<file path="src/rtl/timestamp_rx.sv">
// Reassembles the 59-bit timestamp from the LSB-first slow-readout byte stream.
// Define TIMESTAMP_RX_DELTA_EN to build the modular delta from the previous timestamp.
module timestamp_rx #(
  parameter  int dw  = 8,
  parameter  int len = 7,
  localparam int tw  = 3 + len * dw
) (
  input  logic          clk,
  input  logic          rst,
  input  logic [dw-1:0] byte_in,
  input  logic          byte_stb,
  input  logic          frame_start,
  output logic [tw-1:0] ts,
  output logic          ts_valid,
  output logic [tw-1:0] delta,
  output logic          delta_valid,
  output logic          frame_err
);

  localparam int cw = len * dw;
  localparam int bw = (len > 1) ? $clog2(len + 1) : 1;

  typedef enum logic [1:0] {IDLE, COLLECT, DONE} state_e;

  state_e          state_q, state_d;
  logic [bw-1:0]   bcnt_q, bcnt_d;
  logic [2:0]      fast_q, fast_d;
  logic [cw-1:0]   count_q, count_d;
  logic [tw-1:0]   asm_q, asm_d;
  logic            asm_vld_q, asm_vld_d;
  logic [tw-1:0]   ts_q, ts_d;
  logic            ts_valid_q, ts_valid_d;
  logic            frame_err_q, frame_err_d;

  always_comb begin
    state_d     = state_q;
    bcnt_d      = bcnt_q;
    fast_d      = fast_q;
    count_d     = count_q;
    asm_d       = asm_q;
    asm_vld_d   = 1'b0;
    frame_err_d = 1'b0;
    ts_d        = ts_q;
    ts_valid_d  = asm_vld_q;
    if (asm_vld_q) ts_d = asm_q;

    case (state_q)
      IDLE: begin
        if (byte_stb) begin
          if (frame_start) begin
            fast_d  = byte_in[dw-1 -: 3];
            bcnt_d  = '0;
            state_d = COLLECT;
          end else begin
            frame_err_d = 1'b1;
          end
        end
      end
      COLLECT: begin
        if (byte_stb) begin
          if (frame_start) begin
            frame_err_d = 1'b1;
            fast_d      = byte_in[dw-1 -: 3];
            bcnt_d      = '0;
          end else begin
            for (int unsigned i = 0; i < len; i++) begin
              if (bcnt_q == bw'(i)) count_d[i*dw +: dw] = byte_in;
            end
            bcnt_d = bcnt_q + 1'b1;
            if (bcnt_q == bw'(len - 1)) state_d = DONE;
          end
        end
      end
      DONE: begin
        // Snapshot the frame now so a back-to-back byte 0 landing this
        // cycle can overwrite fast_q without corrupting the published value.
        asm_d     = {count_q, fast_q};
        asm_vld_d = 1'b1;
        state_d   = IDLE;
        if (byte_stb) begin
          if (frame_start) begin
            fast_d  = byte_in[dw-1 -: 3];
            bcnt_d  = '0;
            state_d = COLLECT;
          end else begin
            frame_err_d = 1'b1;
          end
        end
      end
      default: state_d = IDLE;
    endcase
  end

  always_ff @(posedge clk) begin
    if (rst) begin
      state_q     <= IDLE;
      bcnt_q      <= '0;
      fast_q      <= '0;
      count_q     <= '0;
      asm_q       <= '0;
      asm_vld_q   <= 1'b0;
      ts_q        <= '0;
      ts_valid_q  <= 1'b0;
      frame_err_q <= 1'b0;
    end else begin
      state_q     <= state_d;
      bcnt_q      <= bcnt_d;
      fast_q      <= fast_d;
      count_q     <= count_d;
      asm_q       <= asm_d;
      asm_vld_q   <= asm_vld_d;
      ts_q        <= ts_d;
      ts_valid_q  <= ts_valid_d;
      frame_err_q <= frame_err_d;
    end
  end

  assign ts        = ts_q;
  assign ts_valid  = ts_valid_q;
  assign frame_err = frame_err_q;

`ifdef TIMESTAMP_RX_DELTA_EN
  logic [tw-1:0] ts_prev_q, ts_prev_d;
  logic [tw-1:0] delta_q, delta_d;
  logic          delta_valid_q, delta_valid_d;
  logic          first_q, first_d;

  always_comb begin
    ts_prev_d     = ts_prev_q;
    delta_d       = delta_q;
    delta_valid_d = 1'b0;
    first_d       = first_q;
    if (ts_valid_q) begin
      ts_prev_d = ts_q;
      first_d   = 1'b0;
      if (!first_q) begin
        delta_d       = ts_q - ts_prev_q;
        delta_valid_d = 1'b1;
      end
    end
  end

  always_ff @(posedge clk) begin
    if (rst) begin
      ts_prev_q     <= '0;
      delta_q       <= '0;
      delta_valid_q <= 1'b0;
      first_q       <= 1'b1;
    end else begin
      ts_prev_q     <= ts_prev_d;
      delta_q       <= delta_d;
      delta_valid_q <= delta_valid_d;
      first_q       <= first_d;
    end
  end

  assign delta       = delta_q;
  assign delta_valid = delta_valid_q;
`else
  assign delta       = '0;
  assign delta_valid = 1'b0;
`endif

endmodule

</file>
<file path="config.mk">
export PLATFORM = sky130hd
export DESIGN_NAME = timestamp_rx
export DESIGN_NICKNAME = d
export VERILOG_FILES = /design/src/rtl/timestamp_rx.sv
export SDC_FILE = /design/constraint.sdc
export NUM_CORES = 1
export LEC_CHECK = 0
export ABC_AREA = 1
export CAP_MARGIN = 5
export CORE_UTILIZATION = 52
export CTS_CLUSTER_SIZE = 28
export DETAILED_ROUTE_END_ITERATION = 7
export GPL_ROUTABILITY_DRIVEN = 0
export PLACE_DENSITY = 0.79
export SETUP_SLACK_MARGIN = 0.3
export SLEW_MARGIN = 20
export SYNTH_ARGS = -nofsm -noshare
export SYNTH_HDL_FRONTEND = slang
export SYNTH_SLANG_ARGS = --single-unit
</file>
<file path="constraint.sdc">
create_clock -name clk -period 1.7 [get_ports clk]
set_input_delay 0.51 -clock clk [delete_from_list [all_inputs] [get_ports clk]]
set_output_delay 0.51 -clock clk [all_outputs]
set_load 0.01 [all_outputs]
</file>
## After elaboration in Yosys (flattened, before gate mapping)

Index checks and enable logic that the tools add are counted.

- Register bits after elaboration: 185
- Bits of input ports: 12
- Logic and storage cells: 66

- Add/sub/neg operators: 1
- Eq/ne operators: 15
- Multiplexer cells: 19
- Bitwise logic cells: 1
- Reduce and logical (&&, ||, !) cells: 15

Operator list:

| cell | number |
|---|---|
| $reduce_and A4 Y1 | 8 |
| $mux W3 | 4 |
| $mux W2 | 5 |
| $ne A2 B2 Y1 const B | 5 |
| $eq A3 B3 Y1 const B | 3 |
| $mux W1 | 7 |
| $eq A3 B2 Y1 const B | 2 |
| $pmux W2 S3 | 1 |
| $pmux W3 S2 | 1 |
| $reduce_and A5 Y1 | 1 |
| $ne A2 B1 Y1 const B | 2 |
| $add A3 B1 Y3 const B | 1 |
| $eq A3 B1 Y1 const B | 1 |
| $logic_not A3 Y1 | 1 |
| $reduce_and A3 Y1 | 1 |
| $reduce_or A3 Y1 | 1 |
| $eq A2 B1 Y1 const B | 1 |
| $eq A2 B2 Y1 const B | 1 |
| $logic_not A2 Y1 | 1 |
| $pmux W1 S2 | 1 |
| $reduce_bool A2 Y1 | 1 |
| $reduce_or A2 Y1 | 1 |
| $not A1 Y1 | 1 |

## Logic depth before layout (Yosys ltp)

Gate-level depths: netlist (run 1).

- Word-level depth: 5
- Depth in mapped cells: 9
- Depth with buffers taken out: 8

## Least setup slack after synthesis (run 1)

OpenSTA, ideal clock, no wires.

- Kind: reg-to-reg
- Start: register bcnt_q[2]
- End: register count_q[30]
- Library setup time: 113 ps
- Data arrival time: 1210 ps
- Data required time: 1587 ps
- Setup slack: 377 ps
- Cell stages (with the launch flop): 10
- Clock period less this slack: 1323 ps
- Path through: dfxtp_1 > buf_2 > inv_1 > ha_1 > nand3_1 > nor2_4 > buf_2 > nand2_1 > nand2_1 > nor2_1

- Cells in the longest elaborated chain, start to end: 2

RTL lines:

| what | line | text |
|---|---|---|
| from (decl) | 26 | `logic [bw-1:0] bcnt_q, bcnt_d;` |
| from (signal assigned) | 107 | `bcnt_q <= bcnt_d;` |
| $eq A3 B2 Y1 | 67 | `if (bcnt_q == bw'(i)) count_d[i*dw +: dw] = byte_in;` |
| $reduce_and A4 Y1 (no line) | n/a |  |
| to (signal assigned) | 109 | `count_q <= count_d;` |
| to (decl) | 28 | `logic [cw-1:0] count_q, count_d;` |

Every way passes these cells.
A chain may end at the register's enable or synchronous reset.

## Worst setup path in the final report (run 1)

- Start: register state_q[1]
- End: register count_q[9]

- Cells in the longest elaborated chain, start to end: 2

RTL lines:

| what | line | text |
|---|---|---|
| from (decl) | 25 | `state_e state_q, state_d;` |
| from (signal assigned) | 106 | `state_q <= state_d;` |
| $eq A2 B1 Y1 | 47 | `case (state_q)` |
| $reduce_and A4 Y1 (no line) | n/a |  |

Every way passes these cells.

==> results.md, run 1 <==
* Int Power at 7323 uW
* Critical Path RT at 2.03 ns
* CTS tree: yes
* DR pass1 iterations at 5
* Initial detailed-routing violation count at 435
* Number of global-route vias before repair at 5507
* Worst Setup EP: count_q[9]$_SDFFE_PP0P_
* Clock power share at 0.457
* RR Startpoint: state_q[1]$_SDFFE_PP0P_
* Clk pin slew, worst setup/hold paths at 0.07 ns
* Yosys top cell by area: dfxtp_1
* Comb pwr share at 0.068
* Layout cells sized above 1 at 0.2111
* Final net count at 1089
* Post-synth EDFFs at 0
* H-tree levels at 4
* Die width at 121.4 um
* Core area at 0.01388 sq mm
* Net Sw Frac at 0.2230
* Crit start category: register
* Worst-Skew Late Latency at 0.43 ns
* Routed Antenna Nets at 0
* Register share of total power at 0.476
* Worst-path fanout max at 15
* Die ar. at 0.01474 sq mm
* I/O Buffers at 72
* R2R Path End: count_q[9]$_SDFFE_PP0P_
* Worst path arrival time at 1.71 ns
* HP Class: reg2reg
* Fin. max-slew vios at 0
* CTS Hold Bufs at 0
* Slew margin rel. at 0.6636
* Post-DP HPWL at 9202 um
* Top cells by count, synth: nor2_1, dfxtp_1, o21ai_0, nand2_1, inv_1
* Pin count of the biggest net entering global routing at 68
* Chip height at 121.4 um
* Max-Cap Viols at 0
* CTS Buf Count at 17
* Routed vias/inst at 4.923
* Worst setup margin at 0.3154 ns
* Type of the worst setup path: reg2reg
* CP startpoint: state_q[1]$_SDFFE_PP0P_
* Clk buf depth at 2
* YS warnings at 0
* Final min period at 1.385 ns
* Share of the synthesized area in the top cell type at 0.4994
* DP Worst Slack at -0.2075 ns
* CP endpoint kind: register
* Synth area leaders: dfxtp_1, nor2_1, o21ai_0, buf_4, nand2_1
* Residual DRC at 0
* Initial antenna violation count at 0
* Sequential-to-total area share from yosys stat at 0.4994
* Initial Util at 0.5343
* Flop and latch count out of synthesis at 185
* Sw power at 2101 uW
* Setup slack, reg-to-reg at 0.32 ns
* Vias at 6227
* Synth cell types at 22
* Worst slew pin tran at 0.5045 ns
* Io pins at 133
* Overflow after GRT at 0
* PD cells at 1005 mW/mm^2
* Final setup vio count at 0
* Hold violation total from the final report at 0
* # diodes at 0
* Clock Root Buffer: clkbuf_16
* Most common cell in the netlist: nor2_1
* Cell area after placement at 0.008270 sq mm
* Global Route Usage Sum at 0.2173
* Syn Std Cell Area at 0.007416 sq mm
* Area growth from synthesis to layout at 26.39%
* Design area at 0.009373 sq mm
* Outcome: completed
* Clock skew at 0.008182 ns
* Synth async-reset ratio at 0
* Syn Area/Cell at 7.498 sq um
* Drt total wl at 16020 um
* Pleak at 0.004468 uW
* Maximum vdd ir drop at 0.6259 mV
* Wire per inst at 12.66 um
* Reg2Reg Depth at 7
* Clock Sinks at 185
* First-pass GRT wire length at 25210 um
* Top FF cell, synth: dfxtp_1
* RSZ-0062 raised after global routing: true
* Final period utilization at 0.8145
* Post-Synthesis Cells at 989
* Fmax at 722.2 MHz
* Num rows at 43
==> worst min path at each step <==
| stage | cells after the start | endpoint | slack [ns] | start |
|---|---|---|---|---|
| after floorplan | 2 | asm_q[10]$_SDFFE_PP0P_ | 0.43 | count_q[7]$_SDFFE_PP0P_ |
| after global placement | 2 | asm_q[23]$_SDFFE_PP0P_ | 0.44 | count_q[20]$_SDFFE_PP0P_ |
| after detailed placement | 2 | asm_q[17]$_SDFFE_PP0P_ | 0.45 | count_q[14]$_SDFFE_PP0P_ |
| after CTS | 2 | asm_q[17]$_SDFFE_PP0P_ | 0.46 | count_q[14]$_SDFFE_PP0P_ |
| after global routing | 2 | asm_q[17]$_SDFFE_PP0P_ | 0.49 | count_q[14]$_SDFFE_PP0P_ |
| final | 2 | asm_q[8]$_SDFFE_PP0P_ | 0.46 | count_q[5]$_SDFFE_PP0P_ |
==> power groups by stage <==
stage / combinational (uW) / clock (uW) / sequential [uW]
5_1_grt: 704 / 4530 / 4490
4_1_cts: 590 / 4350 / 4480
3_3_place_gp: 585 / 0 / 4570
6_report: 638 / 4300 / 4480
3_5_place_dp: 594 / 0 / 4570
2_1_floorplan: 463 / 0 / 4570
==> cell families after synthesis <==
family,after synthesis,share of synthesized area
simple gates,446,0.2475
other cells,1,0.0005057
fa+ha+maj,5,0.008436
buf+inv,186,0.1321
flops,185,0.4994
compound gates,166,0.1120
==> flip-flops by register name (all words and copies together), names as in the netlist <==
name,flops
state_q,2
frame_err,1
fast_q,3
count_q,56
ts,59
asm_q,59
asm_vld_q,1
bcnt_q,3
ts_valid,1
==> layout by cell type, fill, tap and decap left out, types with 3 or more instances in the layout <==
cell type,count
nand2_1,100
o21ai_0,105
nand2_4,4
buf_6,58
dfxtp_1,121
nand3_1,53
a21oi_1,44
clkdlybuf4s50_1,9
o21ai_1,17
clkbuf_16,18
inv_2,4
nor2_1,274
ha_4,3
conb_1,60
buf_4,27
dfxtp_2,60
clkinvlp_4,4
buf_2,3
nor2_4,9
inv_1,64
dfxtp_4,4
clkbuf_1,3
buf_12,14
bufinv_16,5
nor2_2,3
==> critical path: stages (launching register included) <==
cell	delay, ns
dfxtp_2	0.35
inv_4	0.11
nand2_8	0.10
nor2_4	0.15
bufbuf_16	0.30
nand3_1	0.13
nand2_1	0.10
nor2_1	0.04
==> cell type report <==
cell class	count	area [sq um]
clock buffer	21	450.4
clock inverter	11	193.9
fill	1126	4508
inverter	71	271.5
multi-input combinational	680	3062
sequential	185	3794
tap	180	225.2
timing repair buffer	117	1376
==> per-layer routing <==
| metal | wire, um | track usage | vias up | share of wire |
|---|---|---|---|---|
| met2 | 7763 | 0.3693 | 191 | 0.48 |
| met4 | 437 | 0.09259 | 0 | 0.027 |
| li1 | - | - | 3147 | - |
| met1 | 6876 | 0.2628 | 2849 | 0.43 |
| met5 | 0 | 0 | - | 0 |
| met3 | 940 | 0.04840 | 40 | 0.059 |
==> what timing repair did <==
item,in CTS,in global routing
cloned,2,4
endpoints found under the setup margin,103,119
setup buffers,0,13
pin swaps,2,12
endpoints found under the hold margin,0,0
gates resized for setup,305,85
==> stage by stage <==
stage,setup TNS (ns),hold slack (ns),cells,utilization,power (uW)
finish,0,0.4610,1265,0.6752,9424
global route,0,0.4888,1265,0.6752,9730
global placement,-7.111,0.4433,1214,0.5958,5154
CTS,0,0.4583,1248,0.6331,9418
detailed placement,-8.419,0.4487,1214,0.5958,5165
floorplan,0,0.4297,1048,-,5032
Note: power is estimated with default switching activity, not from simulation.
==> run 2: changes to the inputs <==
Settings changed: CORE_UTILIZATION 52 to 47, PLACE_DENSITY 0.79 to 0.75.
Clock period 1.7 ns to 1.2 ns, I/O delays scaled along.
==> run 2 against run 1 <==
The flow now finishes with violations (setup timing). Worst setup slack got worse by 0.52 ns. Cell area up 11%. Largest cell class unchanged. Critical path depth unchanged. Fmax shrank 1.6%. First-iteration DRC count up 44%. Clock power increased by 20%. Final cell count rose by 6.0%. Sequential power is 42% higher. Sequential share of layout area down 4.1 points.
==> results.md, run 2 (synthesized netlist as in run 1, its figures left out) <==
* Outcome: complete, but fails checks
* Failing checks: setup timing
* Global Route Usage Sum at 0.2366
* CTS tree: yes
* Clock Sinks at 185
* Hold endpoint: asm_q[16]$_SDFFE_PP0P_
* Routed Antenna Nets at 0
* Final Core Density at 0.6812
* Num rows at 45
* Setup TNS at -12.14 ns
* Clk pin slew, worst setup/hold paths at 0.07 ns
* Final net count at 1135
* Most frequent cells in the layout: nor2_1, dfxtp_1, nand2_1
* Die ar. at 0.01628 sq mm
* Residual DRC at 0
* Clock skew at 0.009422 ns
* Wire per inst at 15.59 um
* PD cells at 1222 mW/mm^2
* Final min period at 1.408 ns
* Hold Crit Start: count_q[13]$_SDFFE_PP0P_
* Worst-path fanout max at 5
* Worst-Skew Late Latency at 0.45 ns
* Crit start category: register
* Routed vias/inst at 5.096
* Clock Root Buffer: clkbuf_16
* WHS at 0.4600 ns
* Met3 Use GR at 0.06198
* Drt total wl at 20900 um
* Fin. max-slew vios at 0
* DR pass1 iterations at 5
* Type of the worst setup path: reg2reg
* Core area at 0.01531 sq mm
* CP endpoint kind: register
* First-pass GRT wire length at 30020 um
* Initial Util at 0.4842
* Initial antenna violation count at 2
* Overflow after GRT at 0
* DP Worst Slack at -0.4844 ns
* Number of global-route vias before repair at 6218
* Pleak at 0.004776 uW
* Area growth from synthesis to layout at 40.68%
* Die width at 127.6 um
* Final period utilization at 1.173
* Critical path depth in cells at 7
* Worst path arrival time at 1.75 ns
* Fmax at 710.4 MHz
* Post-DP HPWL at 9977 um
* CTS Buf Count at 17
* Non-Filler Instances at 1341
* Pin count of the biggest net entering global routing at 61
* Setup slack, reg-to-reg at -0.21 ns
* Maximum vdd ir drop at 1.004 mV
* RSZ-0062 raised after global routing: true
* CTS Hold Bufs at 0
* HP Class: reg2reg
* CP top delay family: simple AND/OR/NAND/NOR gates
* Critical Path RT at 1.54 ns
* Vias at 6834
* Clk buf depth at 2
* Initial detailed-routing violation count at 626
* Reg2Reg Depth at 7
* Most common cell after layout, fill and taps aside: nor2_1
* Gr busiest metal: met2
* CP max stage delay at 0.41 ns
* Buffers & Inverters on Critical Path at 0
* Met2 Usage GRT at 0.3877
* H-tree levels at 4
* Slowest CP cell: dfxtp_4
* I/O Buffers at 72
* Io pins at 133
* RR Startpoint: bcnt_q[0]$_SDFFE_PP0P_
* Worst Hold Depth at 2
* M1 GR Usage at 0.2895
* Hold violation total from the final report at 0
* Critical path, cell by cell: ha_4 -> ha_4 -> nand3_4 -> nor2_2 -> nand2_1 -> nand2_1 -> nor2_1
* Layout cells sized above 1 at 0.3227
* DP Cell Count at 1270
* R2R Path End: count_q[24]$_SDFFE_PP0P_
* Max-Cap Viols at 0
* Final setup vio count at 168
* Chip height at 127.6 um
* Worst setup margin at -0.2077 ns
==> run 2: cell count changes in the layout (fill, tap and decap cells not counted), moves of 17 or more <==
| cell | change |
|---|---|
| nor2_2 | +17 |
| nor2_4 | +30 |
| nor2_1 | -46 |
| buf_6 | +21 |
| o21ai_1 | +34 |
| o21ai_0 | -44 |
==> run 2: metal layers <==
| layer | share of wire | vias up |
|---|---|---|
| met4 | 0.048 | 0 |
| met1 | 0.40 | 3189 |
| met5 | 0 | - |
| met2 | 0.48 | 287 |
| li1 | - | 3261 |
| met3 | 0.076 | 97 |
==> run 2: timing repair <==
item / CTS / global route
setup buffers: 11 / 10
endpoints found under the setup margin: 245 / 246
pin swaps: 29 / 17
resized for setup: 477 / 68
cloned: 12 / 7
==> run 2: area by class of cell <==
cell class / instances / area (sq um)
Fill cell: 1148 / 4882
Sequential cell: 185 / 3797
Multi-Input combinational cell: 681 / 3515
Timing Repair Buffer: 155 / 1904
Clock buffer: 21 / 480.5
Inverter: 71 / 317.8
Tap cell: 211 / 264.0
Timing Repair inverter: 7 / 100.1
Clock inverter: 8 / 48.80
Antenna cell: 2 / 5.005
==> run 2: worst max-delay path by stage <==
| stage | to | slack (ns) | start |
|---|---|---|---|
| 6_report | count_q[24]$_SDFFE_PP0P_ | -0.21 | bcnt_q[0]$_SDFFE_PP0P_ |
| 5_1_grt | count_q[27]$_SDFFE_PP0P_ | -0.26 | bcnt_q[0]$_SDFFE_PP0P_ |
| 4_1_cts | count_q[25]$_SDFFE_PP0P_ | -0.08 | bcnt_q[1]$_SDFFE_PP0P_ |
| 3_5_place_dp | count_q[7]$_SDFFE_PP0P_ | -0.48 | byte_stb |
| 3_3_place_gp | count_q[14]$_SDFFE_PP0P_ | -0.46 | byte_stb |
| 2_1_floorplan | count_q[30]$_SDFFE_PP0P_ | -0.03 | bcnt_q[0]$_SDFFE_PP0P_ |
==> run 2: worst register-to-register path: stages, from the launching register on <==
cell and delay, ns:
dfxtp_4 0.41, ha_4 0.15, ha_4 0.13, nand3_4 0.10, nor2_2 0.23, nand2_1 0.12
nand2_1 0.10, nor2_1 0.05
==> run 2: per-stage QoR <==
stage	total power, uW	cell area (sq um)
finish	12750	10430
global route	13140	10430
CTS	12580	9957
detailed placement	7394	8613
global placement	7380	8613
floorplan	7192	7959
==> run 2: power by group <==
part,internal (uW),leakage [uW],total [uW],switching (uW)
registers,6270,0.00153,6360,90.3
clock network,2810,0.000262,5150,2340
logic,515,0.00299,1240,721
==> run 3: changes to the inputs <==
Settings changed: CORE_UTILIZATION 47 to 52, HOLD_SLACK_MARGIN set to 0.12, PLACE_DENSITY 0.75 to 0.79.
Clock period 1.2 ns to 1.3 ns, I/O delays scaled along.
==> run 3 against run 2 <==
The run still ends with setup timing left. Fmax is 13% lower. Combinational power up 15%. Critical path depth stayed put. Critical path type unchanged. Highest routed layer unchanged.
==> results.md, run 3 (synthesized netlist as in run 1, its figures left out) <==
* Die width at 121.4 um
* Non-Filler Instances at 1321
* Number of global-route vias before repair at 6912
* DP Cell Count at 1226
* Setup slack, reg-to-reg at -0.32 ns
* Worst setup margin at -0.3225 ns
* Critical Path RT at 1.62 ns
* Cell area after placement at 0.008453 sq mm
* Pin count of the biggest net entering global routing at 60
* HP Class: in2reg
* Failing checks: setup timing
* First-pass GRT wire length at 35230 um
* Residual DRC at 0
* Pleak at 0.005019 uW
* Num rows at 43
* Most frequent cells in the layout: nor2_1, dfxtp_1, buf_6
* CTS Buf Count at 17
* PD cells at 1137 mW/mm^2
* Design area at 0.01143 sq mm
* Net Sw Frac at 0.2711
* Initial detailed-routing violation count at 979
* Clk pin slew, worst setup/hold paths at 0.07 ns
* H-tree levels at 4
* Clock Sinks at 185
* Die ar. at 0.01474 sq mm
* Max-Cap Viols at 0
* Type of the worst setup path: reg2reg
* Clk buf depth at 2
* I/O Buffers at 72
* Final setup vio count at 123
* Worst-Skew Late Latency at 0.46 ns
* Crit start category: register
* Clock power share at 0.436
* Overflow after GRT at 0
* Core area at 0.01388 sq mm
* Routed vias/inst at 5.942
* Worst-path fanout max at 8
* Clock Root Buffer: clkbuf_16
* CTS tree: yes
* DR pass1 iterations at 6
* Most common cell after layout, fill and taps aside: nor2_1
* CP max stage delay at 0.40 ns
* Final period utilization at 1.248
* Post-DP HPWL at 9993 um
* Initial antenna violation count at 1
* Maximum vdd ir drop at 1.275 mV
* Comb pwr share at 0.110
* Slowest CP cell: dfxtp_4
* Buffers & Inverters on Critical Path at 2
* Fin. max-slew vios at 0
* Vias at 7849
* Io pins at 133
* Global Route Usage Sum at 0.3126
* Critical path, cell by cell: inv_4 -> ha_4 -> nand2_4 -> nor2_4 -> clkbuf_16 -> a21oi_1 -> nor2_1
* Outcome: complete, but fails checks
* Final min period at 1.623 ns
* Wire per inst at 22.60 um
* Hold violation total from the final report at 0
* RSZ-0062 raised after global routing: true
* Register share of total power at 0.454
* Initial Util at 0.5343
* CP endpoint kind: register
* Sw power at 3521 uW
* Area growth from synthesis to layout at 54.08%
* CP top delay family: flip-flops
* Clock skew at 0.01694 ns
* Routed Antenna Nets at 0
* Final net count at 1144
* Fmax at 616.3 MHz
* Chip height at 121.4 um
* Layout cells sized above 1 at 0.4360
* Int Power at 9466 uW
* Drt total wl at 29860 um
* Worst path arrival time at 1.94 ns
==> run 3: cell type report <==
| class | instances | area, sq um |
|---|---|---|
| Clock buffer | 17 | 425.4 |
| Inverter | 71 | 316.6 |
| Timing Repair Buffer | 170 | 2227 |
| Tap cell | 180 | 225.2 |
| Timing Repair inverter | 4 | 81.33 |
| Antenna cell | 1 | 2.502 |
| Clock inverter | 15 | 205.2 |
| Sequential cell | 185 | 3797 |
| Fill cell | 666 | 2455 |
| Multi-Input combinational cell | 678 | 4145 |
==> run 3: repair_timing <==
action	in CTS	in global routing
setup buffers	22	19
hold endpoints to repair	0	0
setup endpoints to repair	244	245
hold buffers	0	0
gates resized for setup	572	177
cloned	14	7
pin swaps	39	45
==> run 3: worst paths after layout <==
check / from / end / depth (start not counted)
worst min register to register: count_q[17]$_SDFFE_PP0P_ / asm_q[20]$_SDFFE_PP0P_ / 2
worst max-delay path: bcnt_q[1]$_SDFFE_PP0P_ / count_q[34]$_SDFFE_PP0P_ / 7
worst max register to register: bcnt_q[1]$_SDFFE_PP0P_ / count_q[34]$_SDFFE_PP0P_ / 7
worst min-delay path: rst / bcnt_q[1]$_SDFFE_PP0P_ / 3
==> run 3: metrics by stage <==
step / TNS [ns] / total power [uW] / worst slack, ns / hold WS (ns) / util
final: -9.873 / 12990 / -0.3225 / 0.4339 / 0.8231
after global routing: -13.06 / 13270 / -0.3254 / 0.4210 / 0.8230
after CTS: 0 / 12480 / 0.0004827 / 0.4535 / 0.7499
after detailed placement: -53.26 / 6791 / -0.4734 / 0.4424 / 0.6090
after global placement: -49.20 / 6775 / -0.4128 / 0.4441 / 0.6090
after floorplan: 0 / 6611 / 0.07058 / 0.4297 / -
==> run 3: routing by layer <==
metal	GRT usage	vias up	wire length [um]
li1	-	3285	-
met1	0.3622	3666	10290
met2	0.5181	635	13780
met3	0.07425	263	2921
met4	0.1937	0	2865
met5	0	-	0
==> run 3: worst register-to-register path, delay by kind of cell, from the launching register on <==
kind                     cells  cell delay, ns
adder cells (fa/ha/maj)      1            0.20
AND/OR/NAND/NOR              3            0.30
buffers and inverters        2            0.23
flip-flops                   1            0.40
AO/OA/AOI/OAI                1            0.37
==> run 3: power groups by stage <==
| stage | sequential [uW] | clock (uW) | combinational (uW) |
|---|---|---|---|
| 4_1_cts | 5870 | 5540 | 1080 |
| 2_1_floorplan | 5980 | 0 | 635 |
| 5_1_grt | 5900 | 5890 | 1480 |
| 3_5_place_dp | 5970 | 0 | 816 |
| 3_3_place_gp | 5970 | 0 | 804 |
| 6_report | 5890 | 5670 | 1430 |
